[src/rtl/sync_fifo_pkg.sv]
// Shared constants and helpers for the parametrised synchronous FIFO.
package sync_fifo_pkg;

    // Output mode selectors for the FWFT parameter
    localparam int unsigned FWFT_OFF = 0;
    localparam int unsigned FWFT_ON  = 1;

    // Ceiling log2, usable in constant expressions
    function automatic int unsigned clog2(input int unsigned value);
        int unsigned r;
        r = 0;
        while ((64'(1) << r) < 64'(value)) begin
            r = r + 1;
        end
        return r;
    endfunction

endpackage

[src/rtl/fifo_dpram.sv]
// Simple dual-port storage array: synchronous write, asynchronous read.
module fifo_dpram #(
    parameter int unsigned DATA_W = 8,
    parameter int unsigned DEPTH  = 16,
    parameter int unsigned ADDR_W = 4
) (
    input  logic              clk,
    input  logic              i_we,
    input  logic [ADDR_W-1:0] i_waddr,
    input  logic [DATA_W-1:0] i_wdata,
    input  logic [ADDR_W-1:0] i_raddr,
    output logic [DATA_W-1:0] o_rdata
);

    logic [DATA_W-1:0] r_mem [DEPTH];

    // Write port; contents intentionally carry no reset
    always_ff @(posedge clk) begin
        if (i_we) begin
            r_mem[i_waddr] <= i_wdata;
        end
    end

    assign o_rdata = r_mem[i_raddr];

endmodule

[src/rtl/sync_fifo_param.sv]
// Parametrised single-clock FIFO with occupancy flags, error pulses and
// selectable registered or first-word-fall-through read output.
module sync_fifo_param
    import sync_fifo_pkg::*;
#(
    parameter int unsigned DATA_W    = 8,
    parameter int unsigned DEPTH     = 16,
    parameter int unsigned AF_THRESH = DEPTH - 2,
    parameter int unsigned AE_THRESH = 2,
    parameter int unsigned FWFT      = FWFT_OFF
) (
    input  logic                        clk,
    input  logic                        rst_n,
    input  logic [DATA_W-1:0]           data_in,
    input  logic                        en_wr,
    input  logic                        en_rd,
    output logic [DATA_W-1:0]           data_out,
    output logic                        rd_valid,
    output logic                        empty,
    output logic                        full,
    output logic                        almost_empty,
    output logic                        almost_full,
    output logic [clog2(DEPTH):0]       count,
    output logic                        overflow,
    output logic                        underflow
);

    localparam int unsigned ADDR_W = clog2(DEPTH);
    localparam int unsigned PTR_W  = ADDR_W + 1;
    localparam int unsigned CNT_W  = ADDR_W + 1;

    // Parameter sanity checks
    if (DEPTH < 4 || (DEPTH & (DEPTH - 1)) != 0) begin : g_bad_depth
        $error("sync_fifo_param: DEPTH must be a power of 2 and >= 4");
    end
    if (AF_THRESH > DEPTH) begin : g_bad_af
        $error("sync_fifo_param: AF_THRESH must not exceed DEPTH");
    end
    if (AE_THRESH >= DEPTH) begin : g_bad_ae
        $error("sync_fifo_param: AE_THRESH must be below DEPTH");
    end

    logic [PTR_W-1:0]  r_wr_ptr;
    logic [PTR_W-1:0]  r_rd_ptr;
    logic [CNT_W-1:0]  r_count;
    logic              r_empty;
    logic              r_full;
    logic              r_almost_empty;
    logic              r_almost_full;
    logic              r_overflow;
    logic              r_underflow;

    logic              w_wr_acc;
    logic              w_rd_acc;
    logic [PTR_W-1:0]  w_wr_ptr_nxt;
    logic [PTR_W-1:0]  w_rd_ptr_nxt;
    logic [CNT_W-1:0]  w_count_nxt;
    logic              w_empty_nxt;
    logic              w_full_nxt;
    logic [DATA_W-1:0] w_rd_data;

    // Acceptance is decided from the flags held at the start of the cycle
    assign w_wr_acc = en_wr && !r_full;
    assign w_rd_acc = en_rd && !r_empty;

    // Next pointer, occupancy and flag values
    always_comb begin
        w_wr_ptr_nxt = r_wr_ptr;
        w_rd_ptr_nxt = r_rd_ptr;
        w_count_nxt  = r_count;
        if (w_wr_acc) begin
            w_wr_ptr_nxt = r_wr_ptr + PTR_W'(1);
        end
        if (w_rd_acc) begin
            w_rd_ptr_nxt = r_rd_ptr + PTR_W'(1);
        end
        case ({w_wr_acc, w_rd_acc})
            2'b10:   w_count_nxt = r_count + CNT_W'(1);
            2'b01:   w_count_nxt = r_count - CNT_W'(1);
            default: w_count_nxt = r_count;
        endcase
        w_empty_nxt = (w_wr_ptr_nxt == w_rd_ptr_nxt);
        w_full_nxt  = (w_wr_ptr_nxt[ADDR_W] != w_rd_ptr_nxt[ADDR_W]) &&
                      (w_wr_ptr_nxt[ADDR_W-1:0] == w_rd_ptr_nxt[ADDR_W-1:0]);
    end

    // Pointer, count, flag and error-pulse registers
    always_ff @(posedge clk or negedge rst_n) begin
        if (!rst_n) begin
            r_wr_ptr       <= '0;
            r_rd_ptr       <= '0;
            r_count        <= '0;
            r_empty        <= 1'b1;
            r_full         <= 1'b0;
            r_almost_empty <= 1'b1;
            r_almost_full  <= 1'b0;
            r_overflow     <= 1'b0;
            r_underflow    <= 1'b0;
        end else begin
            r_wr_ptr       <= w_wr_ptr_nxt;
            r_rd_ptr       <= w_rd_ptr_nxt;
            r_count        <= w_count_nxt;
            r_empty        <= w_empty_nxt;
            r_full         <= w_full_nxt;
            r_almost_empty <= (w_count_nxt <= CNT_W'(AE_THRESH));
            r_almost_full  <= (w_count_nxt >= CNT_W'(AF_THRESH));
            r_overflow     <= en_wr && r_full;
            r_underflow    <= en_rd && r_empty;
        end
    end

    fifo_dpram #(
        .DATA_W (DATA_W),
        .DEPTH  (DEPTH),
        .ADDR_W (ADDR_W)
    ) u_mem (
        .clk     (clk),
        .i_we    (w_wr_acc),
        .i_waddr (r_wr_ptr[ADDR_W-1:0]),
        .i_wdata (data_in),
        .i_raddr (r_rd_ptr[ADDR_W-1:0]),
        .o_rdata (w_rd_data)
    );

    if (FWFT == FWFT_OFF) begin : g_reg_read
        logic [DATA_W-1:0] r_data_out;
        logic              r_rd_valid;

        // Registered read: capture the head word when a pop is accepted
        always_ff @(posedge clk or negedge rst_n) begin
            if (!rst_n) begin
                r_data_out <= '0;
                r_rd_valid <= 1'b0;
            end else begin
                r_rd_valid <= w_rd_acc;
                if (w_rd_acc) begin
                    r_data_out <= w_rd_data;
                end
            end
        end

        assign data_out = r_data_out;
        assign rd_valid = r_rd_valid;
    end else begin : g_fwft_read
        // Head word is presented directly; forced to zero while empty
        assign data_out = r_empty ? '0 : w_rd_data;
        assign rd_valid = !r_empty;
    end

    assign empty        = r_empty;
    assign full         = r_full;
    assign almost_empty = r_almost_empty;
    assign almost_full  = r_almost_full;
    assign count        = r_count;
    assign overflow     = r_overflow;
    assign underflow    = r_underflow;

endmodule

[config.mk]
export PLATFORM = sky130hd
export DESIGN_NAME = sync_fifo_param
export DESIGN_NICKNAME = d
export VERILOG_FILES = /design/src/rtl/sync_fifo_pkg.sv /design/src/rtl/fifo_dpram.sv /design/src/rtl/sync_fifo_param.sv
export SDC_FILE = /design/constraint.sdc
export NUM_CORES = 1
export LEC_CHECK = 0
export BUFFER_PORTS_ARGS = -buffer_cell sky130_fd_sc_hd__buf_4
export CAP_MARGIN = 20
export CORE_ASPECT_RATIO = 1.75
export CORE_MARGIN = 3
export CORE_UTILIZATION = 33
export CTS_CLUSTER_SIZE = 40
export DETAILED_ROUTE_END_ITERATION = 8
export PLACE_DENSITY = 0.47
export SLEW_MARGIN = 10
export SYNTH_ARGS = -nofsm -noshare
export SYNTH_HDL_FRONTEND = slang
export SYNTH_SLANG_ARGS = --single-unit
[constraint.sdc]
create_clock -name clk -period 2.3 [get_ports clk]
set_input_delay 0.23 -clock clk [delete_from_list [all_inputs] [get_ports clk]]
set_output_delay 0.23 -clock clk [all_outputs]
set_load 0.05 [all_outputs]
Yosys cells after proc, flatten, opt, wreduce, memory -nomap -nowiden. Memories as Yosys holds them, arrays and structs flattened. A register that Yosys moved wholly into a read port is not among the register bits. Cells that the tools add are included.

RAM bits: 128. Memories: 1. Flip-flop bits (word level): 22. Output and inout bits: 20. Bits of input ports: 12. Logic and storage cells: 35.

Add/sub/neg operators: 4. Mux-type cells: 5. Reductions and logical operators: 8. Eq/ne operators: 5. $lt $le $gt $ge: 2.

Memory list: u_mem.r_mem (depth 16, bits a word 8, rd ports 1, clocked after Yosys merged registers in 1, wr ports 1, line fifo_dpram.sv:15) `logic [DATA_W-1:0] r_mem [DEPTH];`.

Operator list (count): 5-bit by 1-bit adder with 5-bit output, second input constant (3); 5-bit two-way mux (2); 5-bit case mux with 2 select lines (1); 5-bit equality test (1); 5-bit by 4-bit >= comparator with 1-bit output, second input constant (1); 5-bit by 2-bit <= comparator with 1-bit output, second input constant (1); 1-bit logical AND (5); 5-bit by 1-bit subtractor with 5-bit output, second input constant (1); 4-bit equality test (1); 1-bit zero test (3); 2-bit by 1-bit equality test with 1-bit output, second input constant (1); 2-bit equality test, second input constant (1); 1-bit two-way mux (2); 1-bit inequality test (1).

Depth between registers and ports, before layout. Gate-level depths: netlist of run 1.

Depth after elaboration: 5. Gate-level depth with buffers: 12.

Hierarchy. A second synthesis of run 1 with hierarchy kept.

Cells, all modules: 367. Area total of the unflattened synthesis: 6471.2 um2.

Modules (own cells, without submodules): fifo_dpram (area an instance 4987.3 um2, seq. area each 3843.7 um2, times used 1, cells an instance 221); sync_fifo_param (area an instance 1483.9 um2, seq. area each 753.2 um2, times used 1, cells an instance 146).

Least setup slack after synthesis of run 1. No wires, ideal clock.

Kind: register to register. Start: reg r_empty, in the netlist empty. End: reg r_almost_full, in the netlist almost_full. Arrival time: 2431 ps. Required time: 2180 ps. Slack: -250 ps. Period minus slack after synthesis: 2550 ps. Cell stages (with the launch flop): 10. Cell sequence: dfstp_2 -> nand2b_4 -> inv_2 -> clkbuf_1 -> ha_1 -> nand2b_1 -> or4_1 -> a31oi_1 -> xor2_1 -> a31o_1.

Cells in the longest elaborated chain, start to end: 5.

RTL lines: start: declaration (line sync_fifo_param.sv:46) `logic r_empty;`; start signal: assignment (line sync_fifo_param.sv:103) `r_empty <= w_empty_nxt;`; 1-bit zero test * (line sync_fifo_param.sv:64) `assign w_rd_acc = en_rd && !r_empty;`; 1-bit logical AND * (line sync_fifo_param.sv:64); 2-bit by 1-bit equality test with 1-bit output / 2-bit equality test (equally long branches) (line sync_fifo_param.sv:77) `case ({w_wr_acc, w_rd_acc})`; 5-bit case mux with 2 select lines * (line sync_fifo_param.sv:77); via w_count_nxt[4] (line sync_fifo_param.sv:57) `logic [CNT_W-1:0] w_count_nxt;`; 5-bit by 4-bit >= comparator with 1-bit output * (line sync_fifo_param.sv:106) `r_almost_full <= (w_count_nxt >= CNT_W'(AF_THRESH));`; end signal: assignment (line sync_fifo_param.sv:106); end: declaration (line sync_fifo_param.sv:49) `logic r_almost_full;`.

Mark *: on every way through the listed nets, which the timed path passes. The rest lies on a longest branch.

Worst setup path after layout of run 1. Same ends and word-level chain as after synthesis.

==> metrics.md, run 1 <==
| Metric | Value |
|---|---|
| Total Wirelength | `13100 µm` |
| GRT Overall Usage | `between 10% and 20%` |
| Clock network power share | `24.5%` |
| Clock root buffer | `clkbuf_16` |
| Initial drt markers | `211` |
| Die area | `~21000 µm²` |
| Min-delay worst type | `input pin to flip-flop` |
| CTS Buffer Depth | `2` |
| Routed Antenna Nets | `0` |
| Area after DPL | `7097 µm²` |
| Cell variety after synth | `38` |
| Cell taking the most area after synthesis | `edfxtp_1` |
| #FFs+latches synth | `~160` |
| Largest net degree at the start of global routing | `31` |
| Ys async rst share | `a little under a fifth` |
| Slew HR | `around 74%` |
| Core Area | `~19000 µm²` |
| Die Span Y | `189.7 µm` |
| Seq pwr share | `between 30 and 40%` |
| Clock skew | `about 0.0096 ns` |
| RePlAce Congestion | `0.7839` |
| Kind of critical path | `flip-flop to flip-flop` |
| Critical path capture point type | `flip-flop` |
| Die boundary width | `111.0 µm` |
| Avg Cell Area, Syn | `18.67 µm²` |
| Row count | `66` |
| Layer with the highest usage | `met2` |
| Area fraction of the dominant cell type after synthesis | `60.38%` |
| VDD IR-drop max | `0.8539 mV` |
| Ys flop type | `edfxtp_1` |
| Met1 Resource Use GR | `12.99%` |
| Least-Margin Pin Slew | `0.3964 ns` |
| Via density | `4.801` |
| CP required | `around 2.6 ns` |
| Met3 global-route usage | `2.610%` |
| Final Hold Fails | `0` |
| Synth warn | `0` |
| Syn nets | `360` |
| Port Buf Inserts | `31` |
| Power Total | `10.34 mW` |
| Drt drc | `0` |
| Slowest stage cell on the critical path | `dfstp_2` |
| Dpl hpwl | `9423 µm` |
| Crit-path cells | `nand2b_4 -> inv_4 -> nand2_4 -> xnor2_2 -> ha_2 -> nand2b_1 -> or4_4 -> a31oi_4 -> xor2_2 -> a31o_1` |
| Worst-path fanout max | `4` |
| Cells after synthesis | `341` |
| Nets | `between 400 and 500` |
| Max-Cap Viols | `0` |
| PwrDens | `1346 nW/µm²` |
| Clk Latency, worst-skew pair | `between 0.4 and 0.5 ns` |
| R2R Setup Slk | `0.08 ns` |
| Cts bufs inserted | `17` |
| Initial antenna violation count | `0` |
| Minimum clock period | `2.216 ns` |
| Area contributors post-synth | `edfxtp_1, mux4_2, dfrtp_1` |
| H-tree depth | `4` |
| Gate power share | `37.5%` |
| Core Util, Final | `roughly two fifths` |
| Post-Layout Inst Area | `7676 µm²` |
| # diodes | `0` |
| Fill count | `1665` |
| Clock transition at path regs | `approximately 0.060 ns` |
| RSZ-0062 raised after global routing | `true` |
| Initial Util | `~34%` |
| Crit start category | `flip-flop` |
| Tcrit/Tclk final | `96.35%` |
| GRT met2 Usage | `26.19%` |
| Vias in the first global route | `3516` |
| Wire length per cell | `approximately 20 µm` |
| Vias post-DR | `3159` |
| Final setup violation count | `0` |
| I/O pin total | `32` |
| Max Freq | `451.3 MHz` |
| Share of cells above drive strength 1 | `35.95%` |
| Sw power | `between 3 and 4 mW` |
| Clk sinks | `158` |
| Critical Path Max Stage Delay | `roughly 0.54 ns` |
| Arrival time worst endpoint | `2.52 ns` |
| First-pass DRT Iterations | `4` |
| Setup TNS | `0 ns` |
| Status | `finished, final reports clean` |
| Static Leak | `2.746 nW` |
| Grt ovf | `0` |
| Sw Share | `34.71%` |
| Post-synth EDFFs | `~130` |
| First-pass GRT wire length | `a little over 20000 µm` |
| TritonCTS clock tree | `done` |
| Internal power | `6.748 mW` |
| Pins Over Slew Limit | `0` |
| Post-Syn Area | `6366 µm²` |
| Synthesis-to-finish area growth | `20.58%` |
| Seq/Total Area, Yosys | `slightly above 70%` |
| Worst path bufs/invs | `1` |
| CP top delay family | `simple AND/OR/NAND/NOR gates` |
-- cell usage in the layout (no fill, tap or decap), types with 2 or more instances in the layout --
| cell type | count |
|---|---|
| o21ai_0 | 3 |
| nor2_1 | 15 |
| dfrtp_2 | 2 |
| buf_12 | 2 |
| a21oi_1 | 3 |
| xnor2_1 | 11 |
| buf_4 | 61 |
| nand4_1 | 3 |
| clkinv_4 | 5 |
| clkbuf_16 | 17 |
| inv_6 | 5 |
| dfrtp_1 | 26 |
| nand2_1 | 36 |
| mux2_2 | 2 |
| nand2b_1 | 4 |
| and2_1 | 2 |
| clkinv_2 | 4 |
| dfstp_2 | 2 |
| edfxtp_1 | 128 |
| mux4_2 | 40 |
| ha_1 | 5 |
| inv_1 | 7 |
| xor2_1 | 6 |
| or4_1 | 2 |
| nor3_1 | 6 |
-- per-stage QoR --
stage	worst slack, ns	hold slack [ns]	cells
2_1_floorplan	-0.06327	-0.06559	341
3_3_place_gp	0.06878	0.1937	624
3_5_place_dp	0.03313	0.1871	624
4_1_cts	0.01032	0.04017	657
5_1_grt	-0.005181	0.04414	658
6_report	0.08395	0.05073	658
-- area by class of cell --
cell class / count / area, µm² / area share, %
clock buffer: 17 / 425.4 / 5.542
multi-input combinational: 157 / 1694 / 22.07
timing repair buffer: 64 / 508.0 / 6.618
inverter: 9 / 41.29 / 0.5379
tap: 238 / 297.8 / 3.879
clock inverter: 15 / 110.1 / 1.434
sequential: 158 / 4599 / 59.92
-- layer usage --
| metal | wire length, µm | share of wire (%) | vias up |
|---|---|---|---|
| li1 | - | - | 1448 |
| met1 | 4666 | 36 | 1651 |
| met2 | 7921 | 60 | 47 |
| met3 | 290 | 2.2 | 13 |
| met4 | 225 | 1.7 | 0 |
| met5 | 0 | 0 | - |
-- path summary, 6_finish.rpt --
kind                          endpoint  cells past startpoint         from
setup / recovery           almost_full                     10        empty
hold / removal                overflow                      2        en_wr
min in group asynchronous  data_out[4]                      2        rst_n
setup reg to reg           almost_full                     10        empty
max in group asynchronous        empty                      2        rst_n
hold reg to reg            data_out[1]                      2  data_out[1]
-- kinds of logic (layout without fill, tap and decap cells) --
family	after synthesis	in the layout	synth area share, %
AOI/OAI and AO/OA	13	13	1.317
xor gates and xnor gates	20	20	2.968
adders and majority gates	7	7	1.376
buffers and inverters	26	105	1.946
DFF	158	158	72.21
muxes	43	43	14.66
and+or+nand+nor	74	74	5.523
-- worst reg2reg max path: cells and delay by family, from the launching register on --
family	cells	cell delay, ns
compound gates	2	0.40
xor+xnor	2	0.21
fa+ha+maj	1	0.20
buf+inv	1	0.05
flops	1	0.54
simple gates	4	0.72
-- power by group through the flow --
stage                     registers, mW  logic (mW)  clock network, mW
after floorplan                    4.38        2.33                  0
after CTS                          3.93        3.94               2.62
after global routing               3.99        4.22               2.72
after global placement             3.96        3.88                  0
after detailed placement           3.99        3.93                  0
final                              3.93        3.88               2.53
-- registers in the layout (all words and copies together) (netlist names) --
register and count:
almost_empty 1, almost_full 1, count 5, data_out 8
empty 1, full 1, overflow 1, r_rd_ptr 5
r_wr_ptr 5, rd_valid 1, u_mem.r_mem 128, underflow 1
-- cells in the mapped netlist (all sizes together) (5+ instances only) --
| master | count |
|---|---|
| buf | 7 |
| clkbuf | 10 |
| dfrtp | 28 |
| edfxtp | 128 |
| ha | 7 |
| inv | 8 |
| mux4 | 40 |
| nand2 | 37 |
| nand2b | 5 |
| nor2 | 15 |
| nor3 | 6 |
| xnor2 | 12 |
| xor2 | 7 |
-- repair_timing --
item	CTS	global route
endpoints found under the setup margin	0	3
resized for setup	0	4
setup buffers	0	1
endpoints found under the hold margin	28	0
hold buffers	1	0
(Power assumes the default switching activity.)
==> run 2: changes to the inputs <==
--- a/config.mk
+++ b/config.mk
@@ -7,12 +7,14 @@
 export LEC_CHECK = 0
 export BUFFER_PORTS_ARGS = -buffer_cell sky130_fd_sc_hd__buf_4
 export CAP_MARGIN = 20
+export CELL_PAD_IN_SITES_DETAIL_PLACEMENT = 0
+export CELL_PAD_IN_SITES_GLOBAL_PLACEMENT = 1
 export CORE_ASPECT_RATIO = 1.75
 export CORE_MARGIN = 3
 export CORE_UTILIZATION = 33
 export CTS_CLUSTER_SIZE = 40
 export DETAILED_ROUTE_END_ITERATION = 8
-export PLACE_DENSITY = 0.47
+export PLACE_DENSITY = 0.53
 export SLEW_MARGIN = 10
 export SYNTH_ARGS = -nofsm -noshare
 export SYNTH_HDL_FRONTEND = slang
==> run 2 against run 1 <==
  * Utilization rose by 0.10 points
  * Hold slack got worse by 0.016 ns
  * Sequential power barely moved
  * Worst setup slack got worse by 0.00067 ns
  * Clock-buffer cell count rose by 1
  * Maximum frequency barely moved
  * Non-clock buffer count fell by 3
  * Sequential share of layout area fell by 0.15 points
  * First-iteration DRC count fell by 7.6%
  * Via count fell by 0.54%
  * Global-route usage rose by 0.82 points
  * Largest cell class unchanged
  * Largest power group is now combinational cells
  * Highest routed layer unchanged
==> metrics.md, run 2 (synthesis gave the netlist of run 1 again) <==
| Metric | Value |
|---|---|
| Commonest non-fill, non-tap cells in the layout | `edfxtp_1, buf_4, mux4_2` |
| Grt ovf | `0` |
| Die Span Y | `189.7 µm` |
| Core Area | `18750 µm²` |
| Row count | `66` |
| First-pass GRT wire length | `21470 µm` |
| Share of cells above drive strength 1 | `35.49%` |
| Routed Antenna Nets | `0` |
| Slew HR | `72.48%` |
| Critical Path Max Stage Delay | `0.53 ns` |
| Pins Over Slew Limit | `0` |
| R2r endpoint | `almost_full` |
| Final setup violation count | `0` |
| Largest register by flop count | `u_mem.r_mem` |
| Final Non-Filler Cells | `655` |
| PwrDens | `1372 nW/µm²` |
| R2r startpoint | `empty` |
| First-pass DRT Iterations | `4` |
| Drt drc | `0` |
| WHS | `0.03483 ns` |
| Crit start category | `flip-flop` |
| Met3 global-route usage | `3.215%` |
| Commonest non-fill, non-tap cell in the layout | `edfxtp_1` |
| Worst-path fanout max | `5` |
| Power Total | `10.56 mW` |
| Initial antenna violation count | `0` |
| Setup TNS | `0 ns` |
| Total Wirelength | `13610 µm` |
| Clk sinks | `158` |
| CP required | `2.61 ns` |
| Dpl hpwl | `9371 µm` |
| Core Util, Final | `41.05%` |
| Crit-path cells | `nand2b_4 -> inv_4 -> nand2_4 -> xnor2_2 -> ha_2 -> nand2b_1 -> or4_4 -> a31oi_4 -> xor2_2 -> a31o_1` |
| Port Buf Inserts | `31` |
| Vias post-DR | `3142` |
| Met1 Resource Use GR | `14.78%` |
| Kind of critical path | `flip-flop to flip-flop` |
| Static Leak | `2.737 nW` |
| Layer with the highest usage | `met2` |
| Vias in the first global route | `approximately 3500` |
| Final Worst Setup Slack | `0.08329 ns` |
| Final Hold Fails | `0` |
| GRT met2 Usage | `26.66%` |
| Slowest stage cell on the critical path | `dfstp_2` |
| Nets | `approximately 420` |
| Clk Latency, worst-skew pair | `0.43 ns` |
| Pre-CTS setup slack | `a little over 0.04 ns` |
| I/O pin total | `32` |
| R2R Setup Slk | `0.08 ns` |
| CTS Buffer Depth | `2` |
| Max-Cap Viols | `0` |
| Clock root buffer | `clkbuf_16` |
| Placed insts | `619` |
| Minimum clock period | `2.217 ns` |
| Critical path capture point type | `flip-flop` |
| Least-Margin Pin Slew | `0.4013 ns` |
| GRT Overall Usage | `~14%` |
| Min-delay worst type | `input pin to flip-flop` |
| Post-Layout Inst Area | `about 7700 µm²` |
| Largest net degree at the start of global routing | `37` |
| H-tree depth | `4` |
| Initial Util | `around a third` |
| Max Freq | `451.1 MHz` |
| Die boundary width | `111.0 µm` |
| Initial drt markers | `195` |
| Clock skew | `between 0.01 and 0.015 ns` |
| Die area | `21060 µm²` |
| Clock transition at path regs | `0.07 ns` |
| Synthesis-to-finish area growth | `20.87%` |
| TritonCTS clock tree | `done` |
| End point of the critical path | `almost_full` |
| RePlAce Congestion | `0.7476` |
| Tcrit/Tclk final | `96.38%` |
| Cts bufs inserted | `17` |
| Via density | `~4.8` |
| Wire length per cell | `around 21 µm` |
| Status | `finished, final reports clean` |
| # diodes | `0` |
| Area after DPL | `7072 µm²` |
| VDD IR-drop max | `0.7110 mV` |
| Arrival time worst endpoint | `2.53 ns` |
| Worst reg-to-reg path cell count | `10` |
| Largest register FFs | `128` |
| RSZ-0062 raised after global routing | `false` |
| CP startpoint | `empty` |
==> run 2: cell types whose count changed in the layout (fill, tap and decap cells not counted), moves of 2 or more <==
cell        previous run  this run
buf_4                 61        57
clkinv_2               4         2
clkinvlp_4             1         3
inv_6                  5         3
==> run 2: worst min-delay path by stage <==
stage / start / to / slack [ns] / cells after the start
3_3_place_gp: rst_n / r_rd_ptr[1] / 0.18 / 1
3_5_place_dp: rst_n / r_rd_ptr[1] / 0.20 / 1
5_1_grt: en_wr / overflow / 0.03 / 2
2_1_floorplan: rst_n / almost_full / -0.07 / 0
4_1_cts: en_wr / overflow / 0.01 / 2
6_report: en_wr / overflow / 0.03 / 2
==> run 2: layout make-up <==
cell class | instances | area [µm²]
Multi-Input combinational cell | 157 | 1694
Tap cell | 238 | 297.8
Timing Repair Buffer | 61 | 498.0
Fill cell | 1711 | 11050
Clock buffer | 18 | 429.2
Clock inverter | 14 | 135.1
Inverter | 9 | 41.29
Sequential cell | 158 | 4599
==> run 2: power breakdown <==
part	switching, mW	internal (mW)
Clock	1.17	1.51
Combinational	2.17	1.78
Sequential	0.324	3.61
==> run 2: critical path: cells and delay by family (launching register included) <==
| kind | cells | cell delay, ns |
|---|---|---|
| buf+inv | 1 | 0.05 |
| compound gates | 2 | 0.39 |
| xor+xnor | 2 | 0.22 |
| simple gates | 4 | 0.71 |
| flops | 1 | 0.53 |
| fa+ha+maj | 1 | 0.20 |
==> run 2: timing repair <==
item                       4_1_cts  5_1_grt
hold endpoints to repair        28        0
hold buffers                     1        0
setup endpoints to repair        0        3
gates resized for setup          0        4
setup buffers                    0        3
==> run 2: routing by layer <==
layer  share of wire [%]  vias up
li1                    -     1437
met1                  37     1642
met4                 1.4        0
met3                 2.5       11
met5                   0        -
met2                  59       52
==> run 3: changes to the inputs <==
--- a/config.mk
+++ b/config.mk
@@ -8,13 +8,14 @@
 export BUFFER_PORTS_ARGS = -buffer_cell sky130_fd_sc_hd__buf_4
 export CAP_MARGIN = 20
 export CELL_PAD_IN_SITES_DETAIL_PLACEMENT = 0
-export CELL_PAD_IN_SITES_GLOBAL_PLACEMENT = 1
+export CELL_PAD_IN_SITES_GLOBAL_PLACEMENT = 2
 export CORE_ASPECT_RATIO = 1.75
 export CORE_MARGIN = 3
-export CORE_UTILIZATION = 33
+export CORE_UTILIZATION = 42
 export CTS_CLUSTER_SIZE = 40
 export DETAILED_ROUTE_END_ITERATION = 8
-export PLACE_DENSITY = 0.53
+export PLACE_DENSITY = 0.72
+export REMOVE_ABC_BUFFERS = 1
 export SLEW_MARGIN = 10
 export SYNTH_ARGS = -nofsm -noshare
 export SYNTH_HDL_FRONTEND = slang
==> run 3 against run 2 <==
  * Power shrank 3.9%
  * Sequential share of layout area grew 1.5 points
  * Utilization grew 10 points
  * Combinational power shrank 5%
  * Sequential power is essentially flat
  * Clock skew grew 0.0015 ns
  * Final cell count shrank 9.3%
  * Non-clock buffer count shrank 3
  * Clock-buffer cell count grew 2
  * Critical path depth is the same
==> metrics.md, run 3 (synthesis gave the netlist of run 1 again) <==
| Metric | Value |
|---|---|
| CTS Buffer Depth | `2` |
| Worst Min Path Start | `en_wr` |
| GRT Overall Usage | `about 16%` |
| Final setup violation count | `0` |
| CP required | `2.65 ns` |
| Largest register by flop count | `u_mem.r_mem` |
| H-tree depth | `4` |
| Minimum clock period | `2.229 ns` |
| Row count | `58` |
| Grt ovf | `0` |
| Drt drc | `0` |
| Status | `finished, final reports clean` |
| Nets | `420` |
| Max Freq | `approximately 450 MHz` |
| Kind of critical path | `flip-flop to flip-flop` |
| Initial Util | `a little over two fifths` |
| Clock root buffer | `clkbuf_16` |
| Area after DPL | `6953 µm²` |
| Tcrit/Tclk final | `96.90%` |
| Clock transition at path regs | `approximately 0.07 ns` |
| Clock skew | `0.01221 ns` |
| Cts bufs inserted | `17` |
| Wire length per cell | `20.28 µm` |
| R2r startpoint | `empty` |
| I/O pin total | `32` |
| WHS | `0.04069 ns` |
| Vias in the first global route | `3433` |
| Clk Latency, worst-skew pair | `roughly 0.42 ns` |
| Synthesis-to-finish area growth | `17.89%` |
| First-pass GRT wire length | `19420 µm` |
| Die boundary width | `99.07 µm` |
| Vias post-DR | `approximately 3200` |
| Routed Antenna Nets | `0` |
| Final Hold Fails | `0` |
| Crit start category | `flip-flop` |
| Max-Cap Viols | `0` |
| Slew HR | `73.24%` |
| Largest register FFs | `around 130` |
| Setup TNS | `0 ns` |
| Die Span Y | `168.9 µm` |
| Clk sinks | `158` |
| VDD IR-drop max | `0.5413 mV` |
| Largest net degree at the start of global routing | `37` |
| Pins Over Slew Limit | `0` |
| Dpl hpwl | `between 8000 and 9000 µm` |
| RSZ-0062 raised after global routing | `true` |
| Static Leak | `roughly 2.7 nW` |
| TritonCTS clock tree | `done` |
| RePlAce Congestion | `about 0.76` |
| PwrDens | `between 1000 and 1500 nW/µm²` |
| Via density | `5.337` |
| Worst-path fanout max | `5` |
| Commonest non-fill, non-tap cell in the layout | `edfxtp_1` |
| Total Wirelength | `12050 µm` |
| # diodes | `0` |
| Post-Layout Inst Area | `roughly 7500 µm²` |
| Die area | `16730 µm²` |
| Critical path capture point type | `flip-flop` |
| Initial drt markers | `154` |
| Initial antenna violation count | `0` |
| Share of cells above drive strength 1 | `33.09%` |
| Core Area | `~15000 µm²` |
| Least-Margin Pin Slew | `0.4014 ns` |
| CP startpoint | `empty` |
| First-pass DRT Iterations | `6` |
| Commonest non-fill, non-tap cells in the layout | `edfxtp_1, buf_4, mux4_2` |
| Arrival time worst endpoint | `~2.6 ns` |
| Port Buf Inserts | `31` |
| Min-delay worst type | `input pin to flip-flop` |
## run 3: changes by cell type in the layout (fill, tap and decap cells not counted), sizes merged
cell | previous run | this run
clkinv | 7 | 6
clkbuf | 18 | 20
buf | 60 | 57
bufinv | 1 | 0
## run 3: through the flow
step                      power (mW)  util [%]  instances  worst slack, ns
final                          10.14     51.45        594          0.07131
after global routing           10.72     51.45        594         -0.08693
after global placement         7.716     47.67        560           0.1005
after detailed placement       7.754     47.67        560          0.07643
after floorplan                6.575         -        324          -0.4795
after CTS                      10.27     51.31        593          0.04273
## run 3: power breakdown
part | total (mW) | switching (mW) | internal, mW
combinational | 3.76 | 2.07 | 1.69
sequential | 3.91 | 0.302 | 3.61
clock | 2.48 | 1.09 | 1.38
## run 3: area by class of cell
| type | count | area [µm²] |
|---|---|---|
| Multi-Input combinational cell | 157 | 1655 |
| Tap cell | 180 | 225.2 |
| Sequential cell | 158 | 4598 |
| Fill cell | 1215 | 7082 |
| Clock buffer | 20 | 436.7 |
| Inverter | 9 | 41.29 |
| Clock inverter | 12 | 85.08 |
| Timing Repair Buffer | 58 | 462.9 |
## run 3: worst paths after layout
kind | end | slack [ns] | cells after the start
max | almost_full | 0.07 | 10
min | overflow | 0.04 | 2
max reg2reg | almost_full | 0.07 | 10
min reg2reg | data_out[5] | 0.47 | 2
max in group asynchronous | almost_empty | 1.68 | 2
min in group asynchronous | r_rd_ptr[4] | 0.27 | 2
## run 3: metal layers
layer / part of all wire, % / track usage [%] / wire length, µm / up-vias
met5: 0 / 0 / 0 / -
met4: 2.1 / 6.718 / 255 / 0
met3: 3.1 / 3.340 / 372 / 18
met2: 56 / 27.49 / 6709 / 60
met1: 39 / 18.61 / 4711 / 1651
li1: - / - / - / 1441
## run 3: what timing repair did
item	in CTS	in global routing
resized for setup	0	3
hold buffers	1	0
hold endpoints to repair	28	0
setup buffers	0	1
setup endpoints to repair	0	3
## run 3: worst max-delay path: stages (launching register included)
cell      delay (ns)
dfstp_2         0.53
nand2b_4        0.13
inv_4           0.05
nand2_4         0.09
xnor2_2         0.11
ha_2            0.21
nand2b_1        0.07
or4_1           0.40
a31oi_1         0.19
xor2_1          0.25
a31o_1          0.13
